**config.mk**
```make
export PLATFORM = sky130hd
export DESIGN_NAME = uart_receiver
export DESIGN_NICKNAME = d
export VERILOG_FILES = /design/src/rtl/uart_pkg.sv /design/src/rtl/uart_rx_fifo.sv /design/src/rtl/uart_receiver.sv
export SDC_FILE = /design/constraint.sdc
export NUM_CORES = 1
export LEC_CHECK = 0
export BUFFER_PORTS_ARGS = -buffer_cell sky130_fd_sc_hd__buf_2
export CORE_AREA = 2 2 83 85
export CTS_CLUSTER_DIAMETER = 60
export CTS_CLUSTER_SIZE = 12
export DETAILED_ROUTE_END_ITERATION = 8
export DIE_AREA = 0 0 85 87
export GPL_ROUTABILITY_DRIVEN = 0
export PLACE_DENSITY_LB_ADDON = 0.12
export SETUP_SLACK_MARGIN = 0.5
export SYNTH_ARGS = -nofsm -noshare
export SYNTH_HDL_FRONTEND = slang
export SYNTH_SLANG_ARGS = --single-unit
```
**constraint.sdc**
```tcl
create_clock -name clk -period 2.6 [get_ports clk]
set_clock_uncertainty 0.15 [all_clocks]
set_input_delay 0.52 -clock clk [delete_from_list [all_inputs] [get_ports clk]]
set_output_delay 0.52 -clock clk [all_outputs]
set_load 0.05 [all_outputs]
```
**src/rtl/uart_pkg.sv**
```systemverilog
// rtl/uart_pkg.sv - shared UART constants and receive FSM state encoding
package uart_pkg;

  localparam int DELAY_FRAMES_DEF = 234;
  localparam int DATA_W           = 8;

  typedef enum logic [2:0] {
    ST_IDLE  = 3'd0,
    ST_START = 3'd1,
    ST_DATA  = 3'd2,
    ST_STOP  = 3'd3,
    ST_BREAK = 3'd4
  } rx_state_e;

endpackage

```
**src/rtl/uart_rx_fifo.sv**
```systemverilog
// rtl/uart_rx_fifo.sv - register-based byte FIFO with combinational head read
module uart_rx_fifo
  import uart_pkg::*;
#(
  parameter int FIFO_DEPTH = 4
) (
  input  logic              clk,
  input  logic              rst,
  input  logic              push,
  input  logic [DATA_W-1:0] push_data,
  input  logic              pop,
  output logic              full,
  output logic              empty,
  output logic [DATA_W-1:0] head_data
);

  localparam int PTR_W = (FIFO_DEPTH > 1) ? $clog2(FIFO_DEPTH) : 1;
  localparam int CNT_W = $clog2(FIFO_DEPTH + 1);

  logic [DATA_W-1:0] mem_q [FIFO_DEPTH];
  logic [DATA_W-1:0] mem_d [FIFO_DEPTH];
  logic [PTR_W-1:0]  wr_ptr_q, wr_ptr_d;
  logic [PTR_W-1:0]  rd_ptr_q, rd_ptr_d;
  logic [CNT_W-1:0]  count_q, count_d;

  // Pointers wrap naturally because the depth is a power of two.
  always_comb begin
    mem_d    = mem_q;
    wr_ptr_d = wr_ptr_q;
    rd_ptr_d = rd_ptr_q;
    count_d  = count_q;
    if (push) begin
      mem_d[wr_ptr_q] = push_data;
      wr_ptr_d        = wr_ptr_q + 1'b1;
    end
    if (pop) begin
      rd_ptr_d = rd_ptr_q + 1'b1;
    end
    if (push && !pop) begin
      count_d = count_q + 1'b1;
    end else if (!push && pop) begin
      count_d = count_q - 1'b1;
    end
  end

  always_ff @(posedge clk) begin
    mem_q <= mem_d;
    if (rst) begin
      wr_ptr_q <= '0;
      rd_ptr_q <= '0;
      count_q  <= '0;
    end else begin
      wr_ptr_q <= wr_ptr_d;
      rd_ptr_q <= rd_ptr_d;
      count_q  <= count_d;
    end
  end

  assign full      = (count_q == CNT_W'(FIFO_DEPTH));
  assign empty     = (count_q == '0);
  assign head_data = mem_q[rd_ptr_q];

endmodule

```
**src/rtl/uart_receiver.sv**
```systemverilog
// rtl/uart_receiver.sv - 8N1 UART receive path: synchroniser, frame FSM, byte FIFO
module uart_receiver
  import uart_pkg::*;
#(
  parameter int DELAY_FRAMES = DELAY_FRAMES_DEF,
  parameter int FIFO_DEPTH   = 4
) (
  input  logic              clk,
  input  logic              rst,
  input  logic              uart_rx,
  output logic [DATA_W-1:0] rx_data,
  output logic              rx_valid,
  input  logic              rx_ready,
  output logic              frame_err,
  output logic              overrun
);

  localparam int HALF  = DELAY_FRAMES / 2;
  localparam int CNT_W = $clog2(DELAY_FRAMES);
  localparam logic [CNT_W-1:0] HALF_LAST = CNT_W'(HALF - 1);
  localparam logic [CNT_W-1:0] BIT_LAST  = CNT_W'(DELAY_FRAMES - 1);

  logic              sync1_q, sync1_d;
  logic              rx_s_q, rx_s_d;
  rx_state_e         state_q, state_d;
  logic [CNT_W-1:0]  cnt_q, cnt_d;
  logic [2:0]        bit_idx_q, bit_idx_d;
  logic [DATA_W-1:0] shift_q, shift_d;
  logic              frame_err_q, frame_err_d;
  logic              overrun_q, overrun_d;

  logic              half_tick;
  logic              bit_tick;
  logic              stop_good;
  logic              push;
  logic              pop;
  logic              fifo_full;
  logic              fifo_empty;
  logic [DATA_W-1:0] fifo_head;

  assign sync1_d   = uart_rx;
  assign rx_s_d    = sync1_q;
  assign half_tick = (cnt_q == HALF_LAST);
  assign bit_tick  = (cnt_q == BIT_LAST);
  assign rx_valid  = !fifo_empty;
  assign pop       = rx_valid && rx_ready;
  assign stop_good = (state_q == ST_STOP) && bit_tick && rx_s_q;
  // A full FIFO still accepts the byte when the consumer frees a slot this cycle.
  assign push      = stop_good && (!fifo_full || pop);

  always_ff @(posedge clk) begin
    if (rst) begin
      sync1_q     <= 1'b1;
      rx_s_q      <= 1'b1;
      state_q     <= ST_IDLE;
      cnt_q       <= '0;
      bit_idx_q   <= '0;
      shift_q     <= '0;
      frame_err_q <= 1'b0;
      overrun_q   <= 1'b0;
    end else begin
      sync1_q     <= sync1_d;
      rx_s_q      <= rx_s_d;
      state_q     <= state_d;
      cnt_q       <= cnt_d;
      bit_idx_q   <= bit_idx_d;
      shift_q     <= shift_d;
      frame_err_q <= frame_err_d;
      overrun_q   <= overrun_d;
    end
  end

  always_comb begin
    state_d = state_q;
    case (state_q)
      ST_IDLE:  if (!rx_s_q) state_d = ST_START;
      ST_START: if (half_tick) state_d = rx_s_q ? ST_IDLE : ST_DATA;
      ST_DATA:  if (bit_tick && (bit_idx_q == 3'd7)) state_d = ST_STOP;
      ST_STOP:  if (bit_tick) state_d = rx_s_q ? ST_IDLE : ST_BREAK;
      ST_BREAK: if (rx_s_q) state_d = ST_IDLE;
      default:  state_d = ST_IDLE;
    endcase
  end

  always_comb begin
    cnt_d       = cnt_q;
    bit_idx_d   = bit_idx_q;
    shift_d     = shift_q;
    frame_err_d = 1'b0;
    overrun_d   = 1'b0;
    case (state_q)
      ST_IDLE: cnt_d = '0;
      ST_START: begin
        if (half_tick) begin
          cnt_d     = '0;
          bit_idx_d = '0;
        end else begin
          cnt_d = cnt_q + 1'b1;
        end
      end
      ST_DATA: begin
        if (bit_tick) begin
          cnt_d     = '0;
          shift_d   = {rx_s_q, shift_q[DATA_W-1:1]};
          bit_idx_d = bit_idx_q + 3'd1;
        end else begin
          cnt_d = cnt_q + 1'b1;
        end
      end
      ST_STOP: begin
        if (bit_tick) begin
          cnt_d       = '0;
          frame_err_d = !rx_s_q;
          overrun_d   = rx_s_q && fifo_full && !pop;
        end else begin
          cnt_d = cnt_q + 1'b1;
        end
      end
      ST_BREAK: cnt_d = '0;
      default:  cnt_d = '0;
    endcase
  end

  uart_rx_fifo #(
    .FIFO_DEPTH(FIFO_DEPTH)
  ) u_fifo (
    .clk      (clk),
    .rst      (rst),
    .push     (push),
    .push_data(shift_q),
    .pop      (pop),
    .full     (fifo_full),
    .empty    (fifo_empty),
    .head_data(fifo_head)
  );

  assign rx_data   = rx_valid ? fifo_head : '0;
  assign frame_err = frame_err_q;
  assign overrun   = overrun_q;

endmodule

```
# After elaboration in Yosys (flattened, before gate mapping)
# Index checks and enable logic that the tools add are counted.
# op_classes
add_sub_neg,6
mux,23
order_cmp,3
n_reduce_logical,25
n_bitwise,4
n_eq_ne,14
# op_table
operator,n
2-to-1 mux 8 bit,6
bitwise mux 32 bit,1
2-to-1 mux 3 bit,10
binary-select mux 8 bit (select 2 bit),1
demux 8 bit (select 2 bit),1
case mux 8 bit (2 select lines),1
case mux 3 bit (5 select lines),1
inequality test 2 bit (second input constant),6
logical AND 1 bit,10
equality test 3 bit (second input constant),3
adder 8 x 1 -> 8 bit (second input constant),1
equality test 8 x 7 -> 1 bit (second input constant),1
equality test 8 bit (second input constant),1
adder 3 x 1 -> 3 bit (second input constant),2
equality test 3 x 2 -> 1 bit (second input constant),2
greater-or-equal comparator 3 bit (second input constant),2
zero test 3 bit,2
inverter 2 -> 3 bit,2
case mux 3 bit (2 select lines),1
zero test 1 bit,5
AND reduction 5 bit,1
adder 2 x 1 -> 2 bit (second input constant),2
nonzero test 2 bit,2
equality test 3 x 1 -> 1 bit (second input constant),1
9 further kinds,10
# word_totals
register_bits,65

# Longest topological paths before layout
# logic_depth
ltp_word,9
depth_mapped,12

# Hierarchy
# From an unflattened synthesis, not the netlist that was laid out.
# hier_totals
cells_unflattened,223
hier_area_um2,2813.9
# by_module_without_submodules
module,cells_each,area_each_um2,instances
uart_rx_fifo,82,1539.0,1
uart_receiver,141,1275.0,1

# Least setup slack after synthesis
# OpenSTA, ideal clock, no wires.
# synth_path
kind,register to register
startpoint,reg cnt_q[0]
endpoint,reg u_fifo.count_q[2]
required_time_ns,2.380
period_less_slack_ns,2.656
arrival_time_ns,2.435
n_path_buf,1
setup_slack_ns,-0.056
setup_ns,0.070
stages_incl_launch_ff,12
cell_sequence,dfxtp_1 ha_1 nand3b_1 nor3_1 clkbuf_1 and2_1 ha_1 inv_1 fa_1 xor2_1 or3_1 a21oi_1
# synth_between
elab_chain_cells,7
word_cells_on_any_way,9
# synth_rtl
element,line_no,rtl
start: declaration,uart_receiver.sv:26,"logic [CNT_W-1:0] cnt_q, cnt_d;"
start signal: assignment,uart_receiver.sv:65,cnt_q <= cnt_d;
equality test 8 bit *,uart_receiver.sv:44,assign bit_tick = (cnt_q == BIT_LAST);
logical AND 1 bit * (2 in series),uart_receiver.sv:47,assign stop_good = (state_q == ST_STOP) && bit_tick && rx_s_q;
logical AND 1 bit *,uart_receiver.sv:49,assign push = stop_good && (!fifo_full || pop);
net push,uart_receiver.sv:35,logic push;
zero test 1 bit,uart_rx_fifo.sv:41,end else if (!push && pop) begin
logical AND 1 bit,uart_rx_fifo.sv:41,
nonzero test 2 bit (no line),-,
end signal: assignment,uart_rx_fifo.sv:55,count_q <= count_d;
end: declaration,uart_rx_fifo.sv:24,"logic [CNT_W-1:0] count_q, count_d;"
# The timed path passes the listed nets; every way through them passes the cells marked *.
# A chain may end at the register's enable or synchronous reset.

# Worst setup path in the final report
# layout_path
startpoint,reg u_fifo.rd_ptr_q[0]
endpoint,out rx_data[3]
# layout_between
elab_chain_cells,5
# layout_rtl
element,line_no,rtl
start: declaration,uart_rx_fifo.sv:23,"logic [PTR_W-1:0] rd_ptr_q, rd_ptr_d;"
start signal: assignment,uart_rx_fifo.sv:54,rd_ptr_q <= rd_ptr_d;
inverter 2 -> 3 bit (implied by the code),uart_rx_fifo.sv:61,assign head_data = mem_q[rd_ptr_q];
binary-select mux 8 bit (select 2 bit),uart_rx_fifo.sv:61,
2-to-1 mux 8 bit (implied by the code) (2 in series),uart_rx_fifo.sv:61,
2-to-1 mux 8 bit,uart_receiver.sv:137,assign rx_data = rx_valid ? fifo_head : '0;
end: declaration,uart_receiver.sv:11,"output logic [DATA_W-1:0] rx_data,"
# Every way passes these cells. The select of a mux whose other input is x is not followed.

==> results.txt <==
The run finished with clean final reports. After detailed placement, the total cell area comes to 3060 um^2. Setup violations remaining at the end of the flow were counted as 0.

The post-route netlist has 33.6% of its cells at a drive strength greater than 1. The share of the synthesized area in compound gates (AO/OA/AOI/OAI) came out at 5.18%. Leaving out fill and tap cells, the most frequent cell in the layout is edfxtp_1.

Once detail routing completed, the nets flagged for antenna violations numbered 0. The power density over the cells came out at 591 nW/um^2. In this design, the critical path's most frequently occurring cell is buf_8. The cell class contributing the biggest share of worst-path delay is multiplexers. The synthesized flop and latch total works out to 65.

For the depth of the CTS H-tree, the log shows 3. The part of the cycle the worst path needs was 88.5%. The worst setup path is captured at a primary output. For this run, the post-layout net count is 278. The first global-routing pass estimated 8.19 mm of wire.

In the final layout, the multi-input gates occupy 1180 um^2. For the clock latency at the later pin of the worst-skew pair, the log shows 0.33 ns. The tools report the type of element launching the critical path as a register.

The layout has 563 filler cells. The detailed router finished its first iteration with 77 violations. A synthesized cell averages 12.4 um^2.

The count of buffers added on input and output ports is 14. The async set or reset register ratio after synthesis works out to 0%. The logs give 243 for the post-synthesis net count and 4 for the first-pass detailed-route iteration total. The synthesized netlist devotes 5.13% of its cell area to adder and majority cells. Sorting the synthesized cells by area gives the leading types as edfxtp_1 34%, dfxtp_1 23%, mux4_2 6.4%. Maximum buffer depth of the clock tree: 2.

The die is 85 um wide. For this run, the total global-route usage over all layers was measured as 14.6%. The sequential cells in the finished layout cover a total of 1640 um^2. Of all cell types, the one taking the most synthesized area is edfxtp_1. Yosys printed 0 warnings. The region available for standard cell placement spans 6570 um^2.

The tools report the final hold violation count as 0. In this run, synthesis inferred 32 flip-flops with an integrated enable. Summing the areas of all and, or, nand and nor instances in the mapped netlist gives 15.7% of the synthesized area. For this design the top-level I/O count stands at 15. For this design, the slowest cell found on the critical path is mux4_2. The via count of the first global-routing pass is 1648.

The via-per-instance ratio came out at 4.98. In the layout the commonest cells are 32 x edfxtp_1, 26 x nor2_1, 26 x dfxtp_1. Clock slew at the register clock pins of the worst setup and hold paths: 0.07 ns. The tools report the initial antenna violation count as 0. The main flop type after synthesis is dfxtp_1. The logs give 3.18 mm for the HPWL after detailed placement and 1.93 ns for the required time of the worst setup path.

The number of antenna repair diodes was 0; the shortest clock period the worst path allows after layout was 2.30 ns. The normalized max-slew margin came out at 68.0%. The path category of the worst min-delay check was in2reg. The run gives 30 as the number of standard-cell rows in the floorplan. The run gives 1.63 ns as the endpoint arrival time on the critical path. Measured against the total synthesized area, the mux share comes to 9.91%.

Across the run, the number of max-cap violations was 0. The total negative setup slack was 0 ns. The count of vias placed by the detailed router came out at 1732. The worst setup path is of the reg2out kind. The sum of overflow across all layers after global routing was 0; the number of buffers added by the clock tree synthesis step was 9. The largest single stage delay on the critical path is 0.50 ns. Dominant combinational cell family by area after synthesis: simple AND/OR/NAND/NOR gates.

Setup repair after global routing could not meet its margin everywhere. The worst ir drop on vdd is 0.270 mV. Root buffer selected by CTS: clkbuf_8. For this design, the sink count on the clock tree is 65. The register area share after synthesis was 57.3%.

The initial standard-cell utilization of the core was 43.0%. The maximum number of pins on one net before global-route repair is 27, and the number of buffers and inverters on the critical path is 2. With fillers left out, the area of the finished cells amounts to 3530 um^2. The leakage power of the design is 1.27 nW, and the floorplan die area is 7400 um^2. The floorplan die height was 87 um. The cell count after synthesis came out at 228. Relative to the synthesized area, the layout overhead comes to 24.9%. The unique cell type count in the Yosys netlist was 45.

At the pin with the least slew margin, the transition time is 0.479 ns. In this run the cell area of the synthesized design comes to 2830 um^2. The peak clock frequency supported by timing was 435 MHz. The critical path goes through buf_8 > mux4_2 > and2_4 > buf_8.

Summed over its instances, the top area cell type makes up 34.0% of the synthesized netlist area. In the routed design, unresolved DRC markers number 0. The total length of routed wires came out at 4.88 mm. Of the total synthesized cell area, the portion taken by XOR and XNOR cells is 3.41%.

The maximum fanout count along the critical path was 5. TritonCTS built the clock tree. Dividing the detail-routed wire length by the instance count gives 14.0 um.

The run gives 0 as the count of pins over their slew limit.
==> state kept, by name, summed over array words and instances, names as in the netlist <==
signal and cells:
u_fifo.mem_q 32, u_fifo.wr_ptr_q 2, u_fifo.count_q 3, overrun 1, bit_idx_q 3, rx_s_d 1
u_fifo.rd_ptr_q 2, rx_s_q 1, state_q 3, frame_err 1, shift_q 8, cnt_q 8
==> Yosys cell counts (2+ instances only) <==
cell / instances
a21oi_1: 9
nor2_1: 26
dfxtp_1: 33
o211ai_1: 3
or2_2: 2
ha_1: 10
o21ai_0: 2
and2_1: 9
nor3_1: 2
inv_1: 8
nand3b_1: 5
clkbuf_1: 8
buf_2: 3
buf_4: 2
nor3b_1: 2
nand3_1: 6
xnor2_1: 5
a21o_1: 2
nand2_1: 5
mux2i_1: 10
or3_1: 3
and3_1: 4
o22ai_1: 2
mux4_2: 8
nand2b_1: 3
edfxtp_1: 32
xor2_1: 6
==> cells by family (layout without fill, tap and decap cells) <==
group,count (synthesis),after routing
simple gates,79,79
flops,65,65
compound gates,22,22
buf+inv,22,62
mux,18,18
fa+ha+maj,11,11
xor+xnor,11,11
==> stage by stage <==
step	instances	power, mW	setup WS [ns]	hold slack [ns]	utilization [%]
2_1_floorplan	228	1.11	0.214	0.239	-
4_1_cts	344	2.11	0.275	0.208	53.1
5_1_grt	348	2.16	0.230	0.216	53.8
3_5_place_dp	321	1.11	0.257	0.247	46.6
3_3_place_gp	321	1.11	0.295	0.244	46.6
6_report	348	2.09	0.299	0.221	53.8
==> final timing paths <==
path / from / to / slack, ns / depth (start not counted)
worst max-delay path: u_fifo.rd_ptr_q[0] / rx_data[3] / 0.30 / 4
worst min-delay path: uart_rx / rx_s_d / 0.22 / 2
worst max register to register: u_fifo.count_q[0] / u_fifo.count_q[2] / 0.35 / 8
worst min register to register: rx_s_d / rx_s_q / 0.26 / 1
==> final cells by class <==
cell class | count | area share [%]
Clock buffer | 10 | 3.61
Clock inverter | 6 | 3.05
Inverter | 8 | 0.850
Multi-Input combinational cell | 141 | 33.4
Sequential cell | 65 | 46.3
Tap cell | 80 | 2.83
Timing Repair Buffer | 38 | 9.96
==> metal layers <==
layer  GRT usage [%]  vias to the layer above  share of wire [%]
met5               0                        -                  0
met4            5.19                        0               0.74
met3            4.55                        2                3.0
met2            23.6                       20                 50
met1            18.6                      813                 46
li1                -                      897                  -
==> power by group <==
part | leakage [nW] | switching [mW] | internal, mW
clock | 0.116 | 0.366 | 0.634
combinational | 0.589 | 0.0152 | 0.00872
sequential | 0.567 | 0.000657 | 1.06
total | 1.27 | 0.382 | 1.71
==> repair_timing <==
action                                  CTS  global route
cloned                                    1             0
hold buffers                              0             0
endpoints found under the setup margin   11            27
gates resized for setup                  47             4
buffers inserted                          6             4
pin swaps                                12             3
==> worst reg2reg max path: cells and delay by family, from the launching register on <==
kind                       cells  cell delay, ns
adders and majority gates      2            0.49
buffers and inverters          1            0.03
and+or+nand+nor                3            0.88
xor gates and xnor gates       1            0.15
AOI/OAI and AO/OA              1            0.13
DFF                            1            0.35
Note: power is estimated with default switching activity, not from simulation.
